**src/rtl/keypad_scan_ctrl_pkg.sv**
```systemverilog
// Shared types for the keypad scanner: FSM states, event record, key-index width helper.
package keypad_pkg;

  typedef enum logic [2:0] {
    ST_IDLE,
    ST_DRIVE,
    ST_SAMPLE,
    ST_COMPARE,
    ST_NEXT
  } scan_state_t;

  // Widest key index the event record can carry (8x8 matrix).
  localparam int MAX_KW = 6;

  typedef struct packed {
    logic [MAX_KW-1:0] code;
    logic              press;
  } key_ev_t;

  function automatic int kw_width(input int keys);
    return (keys < 2) ? 1 : $clog2(keys);
  endfunction

endpackage

```
**src/rtl/keypad_scan_ctrl_if.sv**
```systemverilog
// Press/release event stream from the keypad scanner to its consumer.
interface keypad_scan_ctrl_if #(
  parameter int KW = 4
);
  logic          ev_valid;
  logic          ev_ready;
  logic [KW-1:0] ev_code;
  logic          ev_press;

  modport master (output ev_valid, output ev_code, output ev_press, input ev_ready);
  modport slave  (input ev_valid, input ev_code, input ev_press, output ev_ready);
endinterface

```
**src/rtl/cdc_sync.sv**
```systemverilog
// Two-flop synchronizer for a single asynchronous input bit.
module CDCSync #(
  parameter logic RESET_VAL = 1'b1
) (
  input  logic clk,
  input  logic rst_n,
  input  logic d,
  output logic q
);
  logic meta;

  always_ff @(posedge clk) begin
    if (!rst_n) begin
      meta <= RESET_VAL;
      q    <= RESET_VAL;
    end else begin
      meta <= d;
      q    <= meta;
    end
  end
endmodule

```
**src/rtl/keypad_scan_ctrl_fifo.sv**
```systemverilog
// Show-ahead synchronous FIFO; a push while full is accepted when a pop happens in the same cycle.
module key_event_fifo #(
  parameter int WIDTH = 7,
  parameter int DEPTH = 4
) (
  input  logic             clk,
  input  logic             rst_n,
  input  logic             push,
  input  logic [WIDTH-1:0] din,
  input  logic             pop,
  output logic [WIDTH-1:0] dout,
  output logic             full,
  output logic             empty
);
  localparam int AW = $clog2(DEPTH);

  logic [WIDTH-1:0] mem [DEPTH];
  logic [AW-1:0]    wr_ptr, rd_ptr;
  logic [AW:0]      count;
  logic             push_ok, pop_ok;

  assign empty   = (count == '0);
  assign full    = (count == (AW+1)'(DEPTH));
  assign pop_ok  = pop & ~empty;
  assign push_ok = push & (~full | pop_ok);
  assign dout    = mem[rd_ptr];

  always_ff @(posedge clk) begin
    if (push_ok) mem[wr_ptr] <= din;
  end

  always_ff @(posedge clk) begin
    if (!rst_n) begin
      wr_ptr <= '0;
      rd_ptr <= '0;
      count  <= '0;
    end else begin
      if (push_ok) wr_ptr <= wr_ptr + 1'b1;
      if (pop_ok)  rd_ptr <= rd_ptr + 1'b1;
      case ({push_ok, pop_ok})
        2'b10:   count <= count + 1'b1;
        2'b01:   count <= count - 1'b1;
        default: ;
      endcase
    end
  end
endmodule

```
**src/rtl/keypad_scan_ctrl.sv**
```systemverilog
// Row-multiplexed keypad scanner with one shared debounce sequencer and a press/release event FIFO.
module keypad_scan_ctrl
  import keypad_pkg::*;
#(
  parameter int ROWS           = 4,
  parameter int COLS           = 4,
  parameter int SETTLE         = 500,
  parameter int DEBOUNCE_SCANS = 4,
  parameter int EV_DEPTH       = 4
) (
  input  logic                 clk,
  input  logic                 rst_n,
  input  logic                 en,
  output logic [ROWS-1:0]      row_n,
  input  logic [COLS-1:0]      col_n,
  keypad_scan_ctrl_if.master   ev,
  output logic [ROWS*COLS-1:0] key_state,
  output logic                 overflow,
  input  logic                 clr_overflow
);
  localparam int NK = ROWS * COLS;
  localparam int KW = kw_width(NK);
  localparam int RW = $clog2(ROWS);
  localparam int CW = $clog2(COLS);
  localparam int SW = $clog2(SETTLE);

  logic [COLS-1:0] col_q_n, col_closed, samp;
  scan_state_t     state;
  logic [RW-1:0]   r, r_nxt;
  logic [CW-1:0]   c;
  logic [SW-1:0]   settle;
  logic [KW-1:0]   kidx;
  logic [3:0]      deb_cnt [NK];
  logic            cur, differ, flip;
  key_ev_t         push_ev, head_ev;
  logic            full, empty, pop, drop;

  for (genvar gi = 0; gi < COLS; gi++) begin : g_sync
    CDCSync u_sync (.clk(clk), .rst_n(rst_n), .d(col_n[gi]), .q(col_q_n[gi]));
  end
  assign col_closed = ~col_q_n;

  always_comb begin
    kidx          = KW'(int'(r) * COLS + int'(c));
    cur           = samp[c];
    differ        = (state == ST_COMPARE) && (cur != key_state[kidx]);
    flip          = differ && (deb_cnt[kidx] == 4'(DEBOUNCE_SCANS - 1));
    push_ev       = '0;
    push_ev.code  = MAX_KW'(kidx);
    push_ev.press = cur;
    r_nxt         = (r == RW'(ROWS - 1)) ? '0 : r + 1'b1;
  end

  // Dropping en leaves from any active state; the key compared in that same cycle still updates.
  always_ff @(posedge clk) begin
    if (!rst_n) begin
      state  <= ST_IDLE;
      r      <= '0;
      c      <= '0;
      settle <= '0;
      samp   <= '0;
      row_n  <= '1;
    end else if (state != ST_IDLE && !en) begin
      state <= ST_IDLE;
      row_n <= '1;
    end else begin
      case (state)
        ST_IDLE: if (en) begin
          state  <= ST_DRIVE;
          r      <= '0;
          settle <= '0;
          row_n  <= ~ROWS'(1);
        end
        ST_DRIVE:
          if (settle == SW'(SETTLE - 1)) state <= ST_SAMPLE;
          else settle <= settle + 1'b1;
        ST_SAMPLE: begin
          samp  <= col_closed;
          c     <= '0;
          row_n <= '1;
          state <= ST_COMPARE;
        end
        ST_COMPARE:
          if (c == CW'(COLS - 1)) state <= ST_NEXT;
          else c <= c + 1'b1;
        ST_NEXT: begin
          r      <= r_nxt;
          settle <= '0;
          row_n  <= ~(ROWS'(1) << r_nxt);
          state  <= ST_DRIVE;
        end
        default: state <= ST_IDLE;
      endcase
    end
  end

  always_ff @(posedge clk) begin
    if (!rst_n) begin
      key_state <= '0;
      for (int unsigned i = 0; i < NK; i++) deb_cnt[i] <= '0;
    end else if (state == ST_COMPARE) begin
      if (!differ) begin
        deb_cnt[kidx] <= '0;
      end else if (flip) begin
        key_state[kidx] <= cur;
        deb_cnt[kidx]   <= '0;
      end else begin
        deb_cnt[kidx] <= deb_cnt[kidx] + 4'd1;
      end
    end
  end

  key_event_fifo #(
    .WIDTH($bits(key_ev_t)),
    .DEPTH(EV_DEPTH)
  ) u_fifo (
    .clk   (clk),
    .rst_n (rst_n),
    .push  (flip),
    .din   (push_ev),
    .pop   (ev.ev_ready),
    .dout  (head_ev),
    .full  (full),
    .empty (empty)
  );

  assign ev.ev_valid = ~empty;
  assign ev.ev_code  = KW'(head_ev.code);
  assign ev.ev_press = head_ev.press;
  assign pop         = ev.ev_valid & ev.ev_ready;
  assign drop        = flip & full & ~pop;

  always_ff @(posedge clk) begin
    if (!rst_n)            overflow <= 1'b0;
    else if (drop)         overflow <= 1'b1;
    else if (clr_overflow) overflow <= 1'b0;
  end
endmodule

```
**src/flat_wrapper.sv**
```systemverilog
// flat-port wrapper written by rule: the top's interface ports become plain ports
module keypad_scan_ctrl_flat import keypad_pkg::*;
#(
  parameter int ROWS           = 4,
  parameter int COLS           = 4,
  parameter int SETTLE         = 500,
  parameter int DEBOUNCE_SCANS = 4,
  parameter int EV_DEPTH       = 4
)
  (clk, rst_n, en, row_n, col_n, key_state, overflow, clr_overflow, ev_ev_valid, ev_ev_code, ev_ev_press, ev_ev_ready);
  keypad_scan_ctrl_if #(.KW((4))) ev_i ();
  input  logic clk;
  input  logic rst_n;
  input  logic en;
  output logic [ROWS-1:0] row_n;
  input  logic [COLS-1:0] col_n;
  output logic [ROWS*COLS-1:0] key_state;
  output logic overflow;
  input  logic clr_overflow;
  output wire logic [$bits(ev_i.ev_valid)-1:0] ev_ev_valid;
  output wire logic [$bits(ev_i.ev_code)-1:0] ev_ev_code;
  output wire logic [$bits(ev_i.ev_press)-1:0] ev_ev_press;
  input wire logic [$bits(ev_i.ev_ready)-1:0] ev_ev_ready;
  assign ev_ev_valid = ev_i.ev_valid;
  assign ev_ev_code = ev_i.ev_code;
  assign ev_ev_press = ev_i.ev_press;
  assign ev_i.ev_ready = ev_ev_ready;
  keypad_scan_ctrl #(.ROWS(ROWS), .COLS(COLS), .SETTLE(SETTLE), .DEBOUNCE_SCANS(DEBOUNCE_SCANS), .EV_DEPTH(EV_DEPTH)) u_core (.clk(clk), .rst_n(rst_n), .en(en), .row_n(row_n), .col_n(col_n), .ev(ev_i), .key_state(key_state), .overflow(overflow), .clr_overflow(clr_overflow));
endmodule
```
**config.mk**
```make
export PLATFORM = sky130hd
export DESIGN_NAME = keypad_scan_ctrl_flat
export DESIGN_NICKNAME = d
export VERILOG_FILES = /design/src/rtl/keypad_scan_ctrl_pkg.sv /design/src/rtl/keypad_scan_ctrl_if.sv /design/src/rtl/cdc_sync.sv /design/src/rtl/keypad_scan_ctrl_fifo.sv /design/src/rtl/keypad_scan_ctrl.sv /design/src/flat_wrapper.sv
export SDC_FILE = /design/constraint.sdc
export NUM_CORES = 1
export LEC_CHECK = 0
export BUFFER_PORTS_ARGS = -buffer_cell sky130_fd_sc_hd__buf_2
export CAP_MARGIN = 20
export CELL_PAD_IN_SITES_DETAIL_PLACEMENT = 0
export CELL_PAD_IN_SITES_GLOBAL_PLACEMENT = 1
export CORE_MARGIN = 4
export CORE_UTILIZATION = 49
export DETAILED_ROUTE_END_ITERATION = 8
export HOLD_SLACK_MARGIN = 0.06
export PLACE_DENSITY = 0.75
export SLEW_MARGIN = 5
export SYNTH_ARGS = -nofsm -noshare
export SYNTH_HDL_FRONTEND = slang
export SYNTH_HIERARCHICAL = 1
export SYNTH_SLANG_ARGS = --single-unit
```
**constraint.sdc**
```tcl
create_clock -name clk -period 8.96 [get_ports clk]
set_clock_uncertainty 0.05 [all_clocks]
set_input_delay 0.896 -clock clk [delete_from_list [all_inputs] [get_ports clk]]
set_output_delay 0.896 -clock clk [all_outputs]
set_load 0.05 [all_outputs]
```
-- Word level (Yosys, flattened, before mapping)
Memory sizes are Yosys's and may differ from the RTL's. A register that Yosys moved wholly into a read port is not among the register bits.
Index checks and enable logic that the tools add are counted.
- $add $sub $neg: 9
- multiply operators: 0
- div/mod/pow operators: 0
- magnitude comparators: 3
- equal/unequal tests: 17
- shift operators: 1
- multiplexer cells: 48
- bitwise gates (word level): 14
- reductions and logical operators: 23
- operator list (cell ; count):
    case mux 9 bit (3 select lines) ; 1
    two-way mux 1 bit ; 23
    two-way mux 4 bit ; 5
    two-way mux 9 bit ; 2
    bitwise mux 16 bit ; 1
    case mux 3 bit (5 select lines) ; 1
    case mux 4 bit (3 select lines) ; 1
    AND reduction 3 bit ; 4
    two-way mux 2 bit ; 5
    adder 9 x 1 -> 9 bit (second input constant) ; 1
    equality test 9 bit (second input constant) ; 1
    two-way mux 3 bit ; 3
    nonzero test 3 bit ; 3
    adder 2 x 1 -> 2 bit (second input constant) ; 4
    inverter 4 bit ; 2
    case mux 2 bit (2 select lines) ; 2
    nonzero test 2 bit ; 4
    equality test 2 bit (second input constant) ; 3
    equality test 3 x 2 -> 1 bit (second input constant) ; 2
    equality test 3 bit (second input constant) ; 2
    logical NOT 3 bit ; 2
    != test 2 bit (second input constant) ; 3
    case mux 3 bit (2 select lines) ; 1
    less-than comparator 4 x 5 -> 1 bit (second input constant) ; 1
    24 further kinds ; 38
- bits in registers: 56
- bits in latches: 0
- RAM bits: 84
- bits in read-only memories: 0
- input port bits: 9
- output and inout bits: 27
- word-level logic and storage cells: 136
- memories kept: 2
- memory list (memory ; depth ; bits a word ; rd ports ; clocked after memory_dff ; wr ports ; line ; source):
    u_core.deb_cnt ; 16 ; 4 ; 1 ; 0 ; 16 ; keypad_scan_ctrl.sv:33 ; logic [3:0] deb_cnt [NK];
    u_core.u_fifo.mem ; 4 ; 5 ; 1 ; 1 ; 1 ; keypad_scan_ctrl_fifo.sv:17 ; logic [WIDTH-1:0] mem [DEPTH];

-- Longest topological paths before layout
Gate-level depths: netlist of run 1.
- word-level depth: 15
- depth in mapped cells: 18
- mapped depth without buffers: 16

-- Hierarchy
The synthesis of run 1 kept the hierarchy.
- modules (own cells, without submodules) (module ; instances ; cells each ; area an instance (sq um) ; seq. area each (sq um)):
    keypad_scan_ctrl ; 1 ; 495 ; 5574.1 ; 2742.6
    key_event_fifo ; 1 ; 91 ; 1502.7 ; 1021.0
    CDCSync ; 4 ; 4 ; 52.6 ; 40.0

-- Least setup slack after synthesis of run 1
OpenSTA, ideal clock, no wires.
- path type: reg-to-reg
- start: reg u_core.c[0]
- end: reg u_core.u_fifo.count[2]
- setup time: 70 ps
- data arrival time: 4268 ps
- data required time: 8840 ps
- path slack: 4572 ps
- stages on the path, launching flop included: 19
- buffers on the path: 3
- period minus slack after synthesis: 4388 ps
- cells stage by stage: dfxtp_1 buf_6 buf_8 mux4_2 a221oi_1 clkinv_1 buf_1 ha_1 nor2b_1 a2bb2oi_1 nor3_1 a21boi_2 inv_1 ha_1 inv_1 fa_1 xor2_1 or3_1 a21boi_1
- longest elaborated chain between the ends: 9
- elaborated cells on any way between the ends: 15
- those cells by class: add/sub (1); eq/ne (4); mux (5); bitwise (1); reduce/logical (3); memory (1)
- RTL lines (item ; line ; source):
    start, declared ; keypad_scan_ctrl.sv:30 ; logic [CW-1:0] c;
    start signal, assigned ; keypad_scan_ctrl.sv:85 ; else c <= c + 1'b1;
    adder 4 x 2 -> 4 bit ; keypad_scan_ctrl.sv:44 ; kidx = KW'(int'(r) * COLS + int'(c));
    binary-select mux 1 bit (select 4 bit) ; keypad_scan_ctrl.sv:46 ; differ = (state == ST_COMPARE) && (cur != key_state[kidx]);
    two-way mux 1 bit (implied by the code) ; keypad_scan_ctrl.sv:46 ;
    != test 1 bit ; keypad_scan_ctrl.sv:46 ;
    logical AND 1 bit ; keypad_scan_ctrl.sv:46 ;
    logical AND 1 bit * ; keypad_scan_ctrl.sv:47 ; flip = differ && (deb_cnt[kidx] == 4'(DEBOUNCE_SCANS - 1));
    net u_core.flip ; keypad_scan_ctrl.sv:34 ; logic cur, differ, flip;
    AND 1 bit * ; keypad_scan_ctrl_fifo.sv:25 ; assign push_ok = push & (~full | pop_ok);
    equality test 2 x 1 -> 1 bit / equality test 2 bit (equally long branches) ; keypad_scan_ctrl_fifo.sv:40 ; case ({push_ok, pop_ok})
    case mux 3 bit (2 select lines) / nonzero test 2 bit (equally long branches) ; - ;
    end signal, assigned ; keypad_scan_ctrl_fifo.sv:41 ; 2'b10: count <= count + 1'b1;
    end signal, assigned ; keypad_scan_ctrl_fifo.sv:42 ; 2'b01: count <= count - 1'b1;
    end, declared ; keypad_scan_ctrl_fifo.sv:19 ; logic [AW:0] count;
Mark *: on every way through the listed nets, which the timed path passes. The rest lies on a longest branch. The select of a mux whose other input is x is not followed.
A chain may end at the register's enable or synchronous reset.

-- Worst setup path after layout of run 1
Ends and elaborated chain as after synthesis.

==> results of run 1 <==
## registers in the layout (all words and copies together) (netlist names), named ones only
name / count
u_core/c: 2
u_core/deb_cnt: 64
u_core/g_sync.u_sync/meta: 4
u_core/g_sync.u_sync/q: 4
u_core/key_state: 16
u_core/overflow: 1
u_core/r: 2
u_core/row_n: 4
u_core/samp: 4
u_core/settle: 9
u_core/state: 3
u_core/u_fifo/count: 3
u_core/u_fifo/mem: 20
u_core/u_fifo/rd_ptr: 2
u_core/u_fifo/wr_ptr: 2
## final cells by class
class,count,area [sq um]
sequential,142,3680
clock buffer,23,513
timing repair buffer,43,235
inverter,32,120
fill,1170,6070
clock inverter,9,105
tap,180,225
multi-input combinational,376,2980
## worst max-delay path: cells and delay by family (launching register included)
kind                     cells  cell delay (ps)
adder cells (fa/ha/maj)      3             1010
buffers and inverters        3              730
multiplexers                 1              570
flip-flops                   1              620
AO/OA/AOI/OAI                5             1270
XOR/XNOR                     1              160
AND/OR/NAND/NOR              3              580
## how the worst min path moves through the flow
stage,startpoint,end,slack [ps]
floorplan,u_core/g_sync[0].u_sync/meta,u_core/g_sync[0].u_sync/q,340
global placement,u_core/g_sync[0].u_sync/meta,u_core/g_sync[0].u_sync/q,340
detailed placement,u_core/g_sync[0].u_sync/meta,u_core/g_sync[0].u_sync/q,350
CTS,u_core/g_sync[0].u_sync/meta,u_core/g_sync[0].u_sync/q,360
global route,u_core/g_sync[3].u_sync/meta,u_core/g_sync[3].u_sync/q,380
finish,u_core/g_sync[2].u_sync/meta,u_core/g_sync[2].u_sync/q,360
## metrics by stage
step | util | area [sq um] | hold slack, ps
after floorplan | - | 7000 | 336
after global placement | 0.520 | 7240 | 342
after detailed placement | 0.520 | 7240 | 346
after CTS | 0.564 | 7860 | 360
after global routing | 0.565 | 7870 | 380
final | 0.565 | 7870 | 357
## power groups by stage
| stage | registers (mW) | clock network, mW | logic, mW |
|---|---|---|---|
| after CTS | 0.714 | 0.734 | 0.0731 |
| after detailed placement | 0.728 | 0 | 0.0726 |
| final | 0.714 | 0.721 | 0.0734 |
| after floorplan | 0.725 | 0 | 0.0530 |
| after global routing | 0.716 | 0.766 | 0.0806 |
| after global placement | 0.727 | 0 | 0.0706 |
## routing by layer
metal / GRT usage / wire [um] / vias to the layer above / part of all wire
met1: 0.270 / 6830 / 2352 / 0.43
met3: 0.0368 / 766 / 26 / 0.048
li1: - / - / 2272 / -
met2: 0.342 / 8040 / 148 / 0.50
met4: 0.0852 / 342 / 0 / 0.021
met5: 0 / 0 / - / 0
==> impl_metrics.env, run 1 <==
export IMPL_outcome="finished clean"
export IMPL_clk_pin_slew_ps=60
export IMPL_start_util=0.502
export IMPL_ir_drop_uv=126
export IMPL_clockRootBuffer="clkbuf_16"
export IMPL_rr_endpoint="u_core/u_fifo/count[2]"
export IMPL_synth_net_count=619
export IMPL_row_count=43
export IMPL_syn_to_final_growth_pct=12.4
export IMPL_vias_per_cell=5.96
export IMPL_synth_area_sq_mm=0.00700
export IMPL_final_cell_mix="edfxtp_1, nand2_1, dfxtp_1"
export IMPL_cp_cell_sequence="mux4_2 -> a22o_1 -> a221oi_1 -> clkinv_1 -> ha_1 -> nor2b_1 -> a2bb2oi_1 -> nor3_1 -> a21boi_2 -> inv_1 -> ha_1 -> inv_1 -> fa_1 -> xor2_1 -> or3_1 -> a21boi_1"
export IMPL_hold_path_class="flop to flop"
export IMPL_grt_overflow=0
export IMPL_critPathKind="flop to flop"
export IMPL_p_total_mw=1.51
export IMPL_power_density_mw_per_mm2=192
export IMPL_arrival_ps=5390
export IMPL_r2r_slack_ps=3870
export IMPL_wl_per_cell_um=19.9
export IMPL_cp_start_kind="flop"
export IMPL_cts_tree="built"
export IMPL_worstPathMaxFanout=17
export IMPL_worst_slew_pin_slew_ps=973
export IMPL_final_common_cell="edfxtp_1"
export IMPL_grt_max_degree=68
export IMPL_finalHoldViolations=0
export IMPL_clk_path_buf_depth=2
export IMPL_rsz0062_at_grt="false"
export IMPL_diodes=0
export IMPL_fmax_mhz=196
export IMPL_grt_pass1_wl_um=25900
export IMPL_crit_start="u_core/c[0]"
export IMPL_internal_power_mw=1.18
export IMPL_cap_viol_max_count=0
export IMPL_antenna_found_initial=0
export IMPL_dr_total_vias=4798
export IMPL_cp_end_kind="flop"
export IMPL_cts_hold_buffers=0
export IMPL_setup_tns_ps=0
export IMPL_p_sw_frac=0.214
export IMPL_netlist_instances=591
export IMPL_ys_warn_count=6
export IMPL_period_needed_ps=5090
export IMPL_slowest_delay_ps=620
export IMPL_avgSynthCellArea_sq_um=11.8
export IMPL_finalSetupViolCount=0
export IMPL_core_area_sq_mm=0.0139
export IMPL_p_comb_frac=0.049
export IMPL_cp_required_ps=9260
export IMPL_htreeDepth=4
export IMPL_pin_count=36
export IMPL_crit_path_top_delay_cell="dfxtp_2"
export IMPL_first_global_vias=4813
export IMPL_drc=0
export IMPL_nets=640
export IMPL_r2r_cells=16
export IMPL_drive_gt1_frac=0.190
export IMPL_reg2reg_from="u_core/c[0]"
export IMPL_crit_end="u_core/u_fifo/count[2]"
export IMPL_gp_congestion=0.864
export IMPL_fin_ws_ps=3870
export IMPL_fin_cells=805
export IMPL_drt_iter0_markers=387
export IMPL_hold_depth=1
export IMPL_finalCritPeriodShare=0.568
export IMPL_cts_sinks=142
export IMPL_io_buffer_count=35
export IMPL_post_cts_resized=0
export IMPL_drv_slew=0
export IMPL_slew_headroom=0.343
export IMPL_power_frac_clock=0.478
export IMPL_pwr_share_seq=0.474
export IMPL_totalWireLength_um=16000
export IMPL_ant_nets=0
export IMPL_dp_cells=772
export IMPL_numCtsBuffers=17
export IMPL_firstDrtPassIters=5
export IMPL_p_sw_mw=0.323
export IMPL_dp_slack_ps=3880
export IMPL_dieArea_sq_mm=0.0163
export IMPL_cts_setup_buffers=0
export IMPL_die_height_um=128
export IMPL_grt_total_usage=0.207
export IMPL_p_leak_nw=2.87
export IMPL_clkLatencyLatePin_ps=420
export IMPL_die_width_um=128
export IMPL_dpl_hpwl_um=11000
(Power assumes the default switching activity.)
==> inputs of run 2 (changes only) <==
CORE_UTILIZATION = 46   (was 49)
PLACE_DENSITY = 0.74   (was 0.75)
clock period = 4.1 ns   (was 8.96 ns; I/O delays follow)
==> impl_metrics.env, run 2 (synthesized netlist as in run 1, its figures left out) <==
export IMPL_outcome="finished clean"
export IMPL_grt_max_degree=65
export IMPL_worstPathMaxFanout=7
export IMPL_final_cell_mix="edfxtp_1, nand2_1, dfxtp_1"
export IMPL_gp_congestion=0.851
export IMPL_row_count=44
export IMPL_clockRootBuffer="clkbuf_16"
export IMPL_wl_per_cell_um=20.1
export IMPL_final_area_sq_mm=0.00801
export IMPL_totalWireLength_um=16600
export IMPL_crit_path_top_delay_cell="mux4_2"
export IMPL_htreeDepth=4
export IMPL_ant_nets=0
export IMPL_drv_slew=0
export IMPL_setup_tns_ps=0
export IMPL_hold_ws_ps=129
export IMPL_p_total_mw=3.27
export IMPL_cts_tree="built"
export IMPL_p_leak_nw=2.95
export IMPL_slew_headroom=0.420
export IMPL_vias_per_cell=5.91
export IMPL_clkLatencyLatePin_ps=420
export IMPL_final_common_cell="edfxtp_1"
export IMPL_first_global_vias=4851
export IMPL_cap_viol_max_count=0
export IMPL_syn_to_final_growth_pct=14.4
export IMPL_critPathKind="flop to flop"
export IMPL_drt_iter0_markers=419
export IMPL_die_height_um=131
export IMPL_ir_drop_uv=257
export IMPL_cts_sinks=142
export IMPL_fmax_mhz=259
export IMPL_period_needed_ps=3860
export IMPL_cp_required_ps=4400
export IMPL_power_density_mw_per_mm2=408
export IMPL_diodes=0
export IMPL_cp_cell_sequence="buf_4 -> mux4_2 -> a221oi_4 -> clkinv_2 -> ha_1 -> nor2b_1 -> a2bb2oi_2 -> nor3_1 -> a21boi_2 -> inv_1 -> ha_1 -> inv_1 -> fa_1 -> xor2_1 -> or3_1 -> a21boi_1"
export IMPL_dr_total_vias=4875
export IMPL_finalCritPeriodShare=0.941
export IMPL_core_area_sq_mm=0.0147
export IMPL_numCtsBuffers=17
export IMPL_finalHoldViolations=0
export IMPL_largest_reg_flops=64
export IMPL_reg_top3="u_core/deb_cnt (64), u_core/u_fifo/mem (20), u_core/key_state (16)"
export IMPL_grt_total_usage=0.197
export IMPL_drive_gt1_frac=0.218
export IMPL_dpl_hpwl_um=11900
export IMPL_nets=656
export IMPL_drc=0
export IMPL_firstDrtPassIters=5
export IMPL_start_util=0.476
export IMPL_pin_count=36
export IMPL_die_width_um=131
export IMPL_arrival_ps=4150
export IMPL_grt_pass1_wl_um=26800
export IMPL_path_buf_inv=4
export IMPL_io_buffer_count=35
export IMPL_clk_pin_slew_ps=60
export IMPL_regMostFlops="u_core/deb_cnt"
export IMPL_dieArea_sq_mm=0.0173
export IMPL_cp_start_kind="flop"
export IMPL_min_from="col_n[3]"
export IMPL_finalSetupViolCount=0
export IMPL_hold_path_class="primary input to flop"
export IMPL_grt_overflow=0
export IMPL_reg2reg_from="u_core/c[0]"
export IMPL_critical_path_top_delay_family="compound AO/OA/AOI/OAI gates"
export IMPL_clk_path_buf_depth=2
export IMPL_fin_util=0.545
export IMPL_place_area_sq_mm=0.00738
export IMPL_cp_end_kind="flop"
export IMPL_worst_slew_pin_slew_ps=858
export IMPL_crit_start="u_core/c[0]"
export IMPL_slowest_delay_ps=540
export IMPL_antenna_found_initial=1
[run 2: timing repair]
action                                  CTS  global route
hold buffers                              0             0
gates resized for setup                   0             2
setup buffers                             0             1
endpoints found under the setup margin    0             1
[run 2: per-stage QoR]
| stage | worst slack, ps | instances |
|---|---|---|
| finish | 244 | 825 |
| detailed placement | 53.3 | 792 |
| global placement | 186 | 792 |
| floorplan | 33.1 | 591 |
| CTS | 34.9 | 824 |
| global route | -8.13 | 825 |
[run 2: worst paths after layout]
path                             endpoint  slack (ps)  cells after the start
max                u_core/u_fifo/count[2]         240                     16
min          u_core/g_sync[3].u_sync/meta         130                      2
max reg2reg        u_core/u_fifo/count[2]         240                     16
min reg2reg     u_core/g_sync[1].u_sync/q         360                      1
[run 2: final cells by class]
| type | count | area (sq um) |
|---|---|---|
| Clock inverter | 11 | 101 |
| Tap cell | 184 | 230 |
| Inverter | 32 | 121 |
| Clock buffer | 21 | 503 |
| Sequential cell | 142 | 3690 |
| Timing Repair Buffer | 59 | 355 |
| Fill cell | 1232 | 6690 |
| Multi-Input combinational cell | 376 | 3010 |
[run 2: power breakdown]
group          switching (mW)  internal [mW]  total (mW)
sequential             0.0244           1.54        1.56
combinational           0.114         0.0498       0.164
clock                   0.597          0.942        1.54
total                   0.736           2.53        3.27
[run 2: metal layers]
layer  vias to the layer above  global-route usage  routed length, um
li1                       2289                   -                  -
met1                      2440               0.259               7260
met2                       116               0.319               8180
met3                        28              0.0478                739
met4                         2              0.0753                394
met5                         -                   0                 13
